$ cat config.mk
export PLATFORM = sky130hd
export DESIGN_NAME = sume_reset_sequencer
export DESIGN_NICKNAME = d
export VERILOG_FILES = /design/src/rtl/sume_reset_pkg.sv /design/src/rtl/sume_rst_debounce.sv /design/src/rtl/sume_reset_sequencer.sv
export SDC_FILE = /design/constraint.sdc
export NUM_CORES = 1
export LEC_CHECK = 0
export CORE_MARGIN = 2
export CORE_UTILIZATION = 55
export DETAILED_ROUTE_END_ITERATION = 10
export PLACE_DENSITY = 0.73
export SYNTH_ARGS = -nofsm -noshare
export SYNTH_HDL_FRONTEND = slang
export SYNTH_SLANG_ARGS = --single-unit
$ cat constraint.sdc
create_clock -name axis_aclk -period 3.95 [get_ports axis_aclk]
set_input_delay 0.5925 -clock axis_aclk [delete_from_list [all_inputs] [get_ports axis_aclk]]
set_output_delay 0.5925 -clock axis_aclk [all_outputs]
set_load 0.02 [all_outputs]
$ cat src/rtl/sume_reset_pkg.sv
// ============================================================
// sume_reset_pkg: state encodings and default timing constants
// Revision: 1.0
// ============================================================
`default_nettype none

package sume_reset_pkg;

  typedef enum logic [2:0] {
    ST_HOLD     = 3'd0,
    ST_REL_CORE = 3'd1,
    ST_REL_MAC  = 3'd2,
    ST_RUN      = 3'd3,
    ST_FAULT    = 3'd4
  } seq_state_e;

  localparam int DEF_HOLD_CYCLES  = 200;
  localparam int DEF_STAGE_GAP    = 16;
  localparam int DEF_DEBOUNCE     = 4;
  localparam int DEF_LOCK_TIMEOUT = 1048576;
  localparam int DEF_CNT_W        = 8;

endpackage

`default_nettype wire

$ cat src/rtl/sume_rst_debounce.sv
// ============================================================
// sume_rst_debounce: consecutive-high filter
// Revision: 1.0
// ============================================================
`default_nettype none

module sume_rst_debounce #(
  parameter int DEBOUNCE = 4
) (
  input  logic clk,
  input  logic rst,
  input  logic din,
  output logic dout
);

  localparam int CW = (DEBOUNCE > 1) ? $clog2(DEBOUNCE) : 1;
  localparam logic [CW-1:0] LAST = CW'(DEBOUNCE - 1);

  // cnt holds the number of prior consecutive high cycles, saturating at
  // DEBOUNCE-1, so dout asserts on the edge sampling the DEBOUNCE-th high.
  logic [CW-1:0] cnt;

  always_ff @(posedge clk) begin
    if (rst || !din) begin
      cnt <= '0;
    end else if (cnt != LAST) begin
      cnt <= cnt + 1'b1;
    end
  end

  assign dout = din && (cnt == LAST);

endmodule

`default_nettype wire

$ cat src/rtl/sume_reset_sequencer.sv
// ============================================================
// sume_reset_sequencer: ordered core/MAC/datapath reset release
// Revision: 1.0
// ============================================================
`default_nettype none

module sume_reset_sequencer
  import sume_reset_pkg::*;
#(
  parameter int HOLD_CYCLES  = DEF_HOLD_CYCLES,
  parameter int STAGE_GAP    = DEF_STAGE_GAP,
  parameter int DEBOUNCE     = DEF_DEBOUNCE,
  parameter int LOCK_TIMEOUT = DEF_LOCK_TIMEOUT,
  parameter int CNT_W        = DEF_CNT_W
) (
  input  logic             axis_aclk,
  input  logic             sys_reset,
  input  logic             ext_rst_req,
  input  logic             mmcm_locked,
  input  logic             xphy_ready,
  output logic             core_rst,
  output logic             mac_rst,
  output logic             dp_rst,
  output logic             ready,
  output logic             fault,
  output logic [2:0]       seq_state,
  output logic [CNT_W-1:0] reset_count
);

  localparam int HOLD_W = (HOLD_CYCLES > 1) ? $clog2(HOLD_CYCLES) : 1;
  localparam int GAP_W  = (STAGE_GAP > 1) ? $clog2(STAGE_GAP) : 1;
  localparam int TO_W   = (LOCK_TIMEOUT > 1) ? $clog2(LOCK_TIMEOUT) : 1;

  localparam logic [HOLD_W-1:0] HOLD_LAST = HOLD_W'(HOLD_CYCLES - 1);
  localparam logic [GAP_W-1:0]  GAP_LAST  = GAP_W'(STAGE_GAP - 1);
  localparam logic [TO_W-1:0]   TO_LAST   = TO_W'(LOCK_TIMEOUT - 1);

  seq_state_e        state, state_nx;
  logic              req_db, abort, phy_q;
  logic [HOLD_W-1:0] hold_cnt;
  logic [GAP_W-1:0]  gap_cnt;
  logic [TO_W-1:0]   to_cnt;

  sume_rst_debounce #(
    .DEBOUNCE (DEBOUNCE)
  ) u_req_db (
    .clk  (axis_aclk),
    .rst  (sys_reset),
    .din  (ext_rst_req),
    .dout (req_db)
  );

  assign abort = req_db || !mmcm_locked;

  always_comb begin
    state_nx = state;
    if (abort) begin
      state_nx = ST_HOLD;
    end else begin
      case (state)
        ST_HOLD:     if (hold_cnt == HOLD_LAST) state_nx = ST_REL_CORE;
        ST_REL_CORE: begin
          // A ready PHY at the timeout edge still wins over the fault path.
          if (xphy_ready && gap_cnt == GAP_LAST)      state_nx = ST_REL_MAC;
          else if (!xphy_ready && to_cnt == TO_LAST) state_nx = ST_FAULT;
        end
        ST_REL_MAC: begin
          if (!xphy_ready)                state_nx = ST_REL_CORE;
          else if (gap_cnt == GAP_LAST)   state_nx = ST_RUN;
        end
        ST_RUN:      if (!xphy_ready) state_nx = ST_REL_CORE;
        ST_FAULT:    if (xphy_ready && !phy_q) state_nx = ST_REL_MAC;
        default:     state_nx = ST_HOLD;
      endcase
    end
  end

  always_ff @(posedge axis_aclk) begin
    if (sys_reset) state <= ST_HOLD;
    else           state <= state_nx;
  end

  // Saturating counters restart on any state entry and on abort while holding.
  always_ff @(posedge axis_aclk) begin
    if (sys_reset || abort || (state_nx != state)) begin
      hold_cnt <= '0;
      gap_cnt  <= '0;
      to_cnt   <= '0;
    end else begin
      if (hold_cnt != HOLD_LAST) hold_cnt <= hold_cnt + 1'b1;
      if (gap_cnt != GAP_LAST)   gap_cnt  <= gap_cnt + 1'b1;
      if (to_cnt != TO_LAST)     to_cnt   <= to_cnt + 1'b1;
    end
  end

  always_ff @(posedge axis_aclk) begin
    if (sys_reset) begin
      core_rst    <= 1'b1;
      mac_rst     <= 1'b1;
      dp_rst      <= 1'b1;
      ready       <= 1'b0;
      fault       <= 1'b0;
      phy_q       <= 1'b0;
      reset_count <= '0;
    end else begin
      core_rst <= (state_nx == ST_HOLD);
      mac_rst  <= (state_nx == ST_HOLD) || (state_nx == ST_REL_CORE) ||
                  (state_nx == ST_FAULT);
      dp_rst   <= (state_nx != ST_RUN);
      ready    <= (state_nx == ST_RUN);
      fault    <= fault || (state_nx == ST_FAULT);
      phy_q    <= xphy_ready;
      if (abort && (state != ST_HOLD) && (reset_count != {CNT_W{1'b1}}))
        reset_count <= reset_count + 1'b1;
    end
  end

  assign seq_state = state;

endmodule

`default_nettype wire

==> impl_summary.txt <==
----------------------------------------------------
[Worst setup path]
  Number of cells traversed by the worst register-to-register path ... 6
  Endpoint of the lowest-slack register-to-register path ... to_cnt[16]
  Maximum fanout encountered on the critical timing path ... 32
  Data required time at the worst endpoint ... 4.17 ns
  Number of stages on the worst setup path ... 7
  Setup crit end kind ... register
  Number of buffers and inverters on the critical path ... 2
  Worst setup path end ... to_cnt[16]
  Worst r2r src ... to_cnt[2]
  Crit path DAT ... 2.72 ns
  Crit Path Category ... in2reg
  Ordered cell list for the critical path ... clkdlybuf4s50_1, inv_1, o31ai_1, o31ai_4, a21oi_2, mux2_4, nor3_1
  Slowest Stage Delay on Critical Path ... 0.52 ns
  Crit path max-delay family ... compound AO/OA/AOI/OAI gates
  Beginning of the critical path ... xphy_ready
  Startpoint type of the worst setup path ... input port
  Slowest library cell on the worst path ... clkdlybuf4s50_1
  Slack of the worst reg-to-reg path ... 1.51 ns

[Synth]
  Yosys top cell area share ... 43.9%
  Most area-consuming cells after synthesis ... dfxtp_1 (44%), nor2_1 (6.9%), xor2_1 (6.4%)
  Number of synthesized flops with an enable pin ... 0
  Post-synthesis instance area ... 2330 µm²
  Fraction of registers with async set or reset after synthesis ... 0%
  Cell accounting for the most synthesized area ... dfxtp_1
  Post-synthesis cell type count ... 43
  Post-Synthesis Cells ... 256
  Sequential fraction of the synthesis area ... 43.9%
  Flip-flop and latch count after synthesis ... 51
  Most common flop cell mapped by yosys ... dfxtp_1
  Average footprint of a synthesized cell ... 9.09 µm²
  Number of nets in the synthesized netlist ... 266
  Number of warnings issued by yosys ... 0

[Final layout]
  Footprint of the multi-input gates ... 1230 µm²
  Net count of the finished layout ... 287
  Final standard cell area without fillers ... 2680 µm²
  Storage element area ... 1020 µm²
  Share of cells above drive strength 1 ... 7.19%
  Number of fill cells ... 361
  Layout area overhead ... 15.2%
  N_diodes ... 0
  Number of non-filler instances in the completed layout ... 328

[Route]
  Vias per cell ... 5.53
  Total length of routed wires ... 4.11 mm
  Vias after detailed routing ... 1813
  Starting DRC count in detailed routing ... 65
  Routed wire per std cell ... 12.5 µm
  Antenna Nets Post-Route ... 0
  First drt pass iteration count ... 4
  Drt drc ... 0

[Clock network]
  CTS tree ... done
  Latest clock arrival within the worst-skew pair ... 0.30 ns
  Number of setup buffers added after CTS ... 0
  CTS Root Cell ... clkbuf_8
  Hold Buf Count CTS ... 0
  Clock buffer count from CTS ... 5
  CTS clk-pin slew, worst paths ... 0.09 ns
  Max H-tree Level ... 2
  Total number of clock tree sinks ... 51
  Cts repair resizes ... 0
  Clock tree buffer depth ... 2

[Floorplanning]
  Height of the chip ... 69.0 µm
  Horizontal die dimension ... 69.0 µm
  Std-Cell Core Area ... 4030 µm²
  Number of cell rows ... 23
  Initial Utilization ... 57.7%
  Die area ... 4770 µm²
  I/O pin count ... 21

[Timing]
  Max Clock Skew ... 0.00822 ns
  Tcrit/Tclk final ... 63.4%
  Setup TNS ... 0 ns
  Min cycle time layout ... 2.50 ns
  Finish-stage setup viols ... 0
  Final max-slew violation count ... 0
  Worst rel slew slack ... 51.6%
  RSZ-0062 raised after global routing ... false
  Measured slew at the worst slew-check pin ... 0.722 ns
  Maximum clock rate ... 399 MHz
  Count of final hold-check violations ... 0

[Power]
  Worst voltage drop across the vdd grid ... 232 µV
  Ratio of total power to cell area ... 363 nW/µm²
  Post-layout power ... 974 µW
  P_leak ... 0.000954 µW

[Place]
  Placed Cells incl. Taps ... 320
  Placed Instance Area ... 2540 µm²
  Input/output buffers ... 20
  GP Congestion ... 0.904
  Final HPWL DP ... 2.80 mm

[Global routing]
  First-pass GRT wire length ... 7.28 mm
  Via count of the first global-routing pass ... 1674
  Total Routing Usage GR ... 18.3%
  Largest net degree at the start of global routing ... 33
  Grt total ovfl ... 0
  Initial antenna violation count ... 0

[Run]
  Number of max-cap violations ... 0

[Min path]
  Kind of path behind the tightest hold check ... reg2reg
  Worst Hold Launch ... fault

[Status]
  Status ... complete, no violations

----------------------------------------------------
[routing by layer]
layer	global-route usage [%]	up-vias	share of wire, %
li1	-	939	-
met1	22.5	837	48
met2	31.0	35	47
met3	4.53	2	3.9
met4	6.75	0	0.85
met5	0	-	0
[sequential cells by signal, summed over array words and instances (netlist names)]
signal and cells:
dp_rst 1, core_rst 1, gap_cnt 4, reset_count 8
fault 1, phy_q 1, mac_rst 1, u_req_db.cnt 2
to_cnt 20, ready 1, seq_state 3, hold_cnt 8
[how the worst min path moves through the flow]
stage / to / slack (ns) / cells past startpoint
5_1_grt: hold_cnt[1] / 0.50 / 2
4_1_cts: fault / 0.46 / 2
3_3_place_gp: fault / 0.44 / 2
6_report: fault / 0.46 / 2
2_1_floorplan: hold_cnt[1] / 0.44 / 2
3_5_place_dp: fault / 0.45 / 2
[cell usage in the layout (no fill, tap or decap), types with 2 or more instances in the layout]
cell,count
o32a_1,2
inv_1,8
clkbuf_8,5
xor2_1,17
nor2_1,43
a21bo_2,2
and3_1,9
mux2i_1,3
o21ai_0,5
nand2_1,13
nand2b_1,2
a21oi_1,8
nor3_1,8
xnor2_1,13
nor3b_1,2
clkdlybuf4s50_1,20
nor4_1,4
nand3_1,21
o211ai_1,2
bufinv_16,2
ha_1,5
or3_1,2
dfxtp_1,51
nor3_2,3
nand4_1,7
a31oi_1,2
[cell usage after synthesis, types with 2 or more instances]
| library cell | count |
|---|---|
| nand3_1 | 21 |
| xnor2_1 | 13 |
| nor3_2 | 3 |
| o211ai_1 | 2 |
| mux2i_1 | 3 |
| nand2_1 | 13 |
| nand4_1 | 7 |
| nand2b_1 | 2 |
| a21oi_1 | 8 |
| nor3b_1 | 2 |
| inv_1 | 8 |
| a21bo_2 | 2 |
| dfxtp_1 | 51 |
| clkbuf_1 | 3 |
| nor4_1 | 4 |
| o32a_1 | 2 |
| and3_1 | 9 |
| o21ai_0 | 5 |
| a31oi_1 | 2 |
| ha_1 | 5 |
| nor3_1 | 8 |
| buf_6 | 3 |
| nor2_1 | 43 |
| xor2_1 | 17 |
| or3_1 | 2 |
[cell type report]
type / count / share of cell area, %
Timing Repair Buffer: 20 / 7.47
Sequential cell: 51 / 38.1
Clock buffer: 5 / 2.57
Multi-Input combinational cell: 191 / 45.9
Inverter: 8 / 1.12
Tap cell: 50 / 2.33
Clock inverter: 3 / 2.52
[cell families after synthesis]
group / after synthesis / synth area share, %
DFF: 51 / 43.9
muxes: 4 / 1.94
xor gates and xnor gates: 30 / 11.3
adders and majority gates: 5 / 2.69
AOI/OAI and AO/OA: 31 / 10.1
buffers and inverters: 14 / 3.23
and+or+nand+nor: 121 / 26.8
[worst min-delay path, delay by kind of cell, from the launching register on]
family	cells	cell delay [ns]
flip-flops	1	0.32
buffers and inverters	1	0.04
AO/OA/AOI/OAI	1	0.06
[stage by stage]
step	setup slack (ns)	hold WS, ns	utilization, %
4_1_cts	1.46	0.461	66.5
5_1_grt	1.31	0.500	66.5
6_report	1.45	0.455	66.5
3_5_place_dp	1.16	0.447	63.1
2_1_floorplan	1.77	0.443	-
3_3_place_gp	1.22	0.442	63.1
[power by group]
group | internal [µW] | switching [µW] | leakage (µW) | total [µW]
Combinational | 11.2 | 16.1 | 0.000477 | 27.2
Sequential | 518 | 3.93 | 0.000412 | 522
Clock | 252 | 172 | 0.0000644 | 424
Total | 782 | 192 | 0.000954 | 974
No activity file was read; power rests on OpenSTA's default activity.
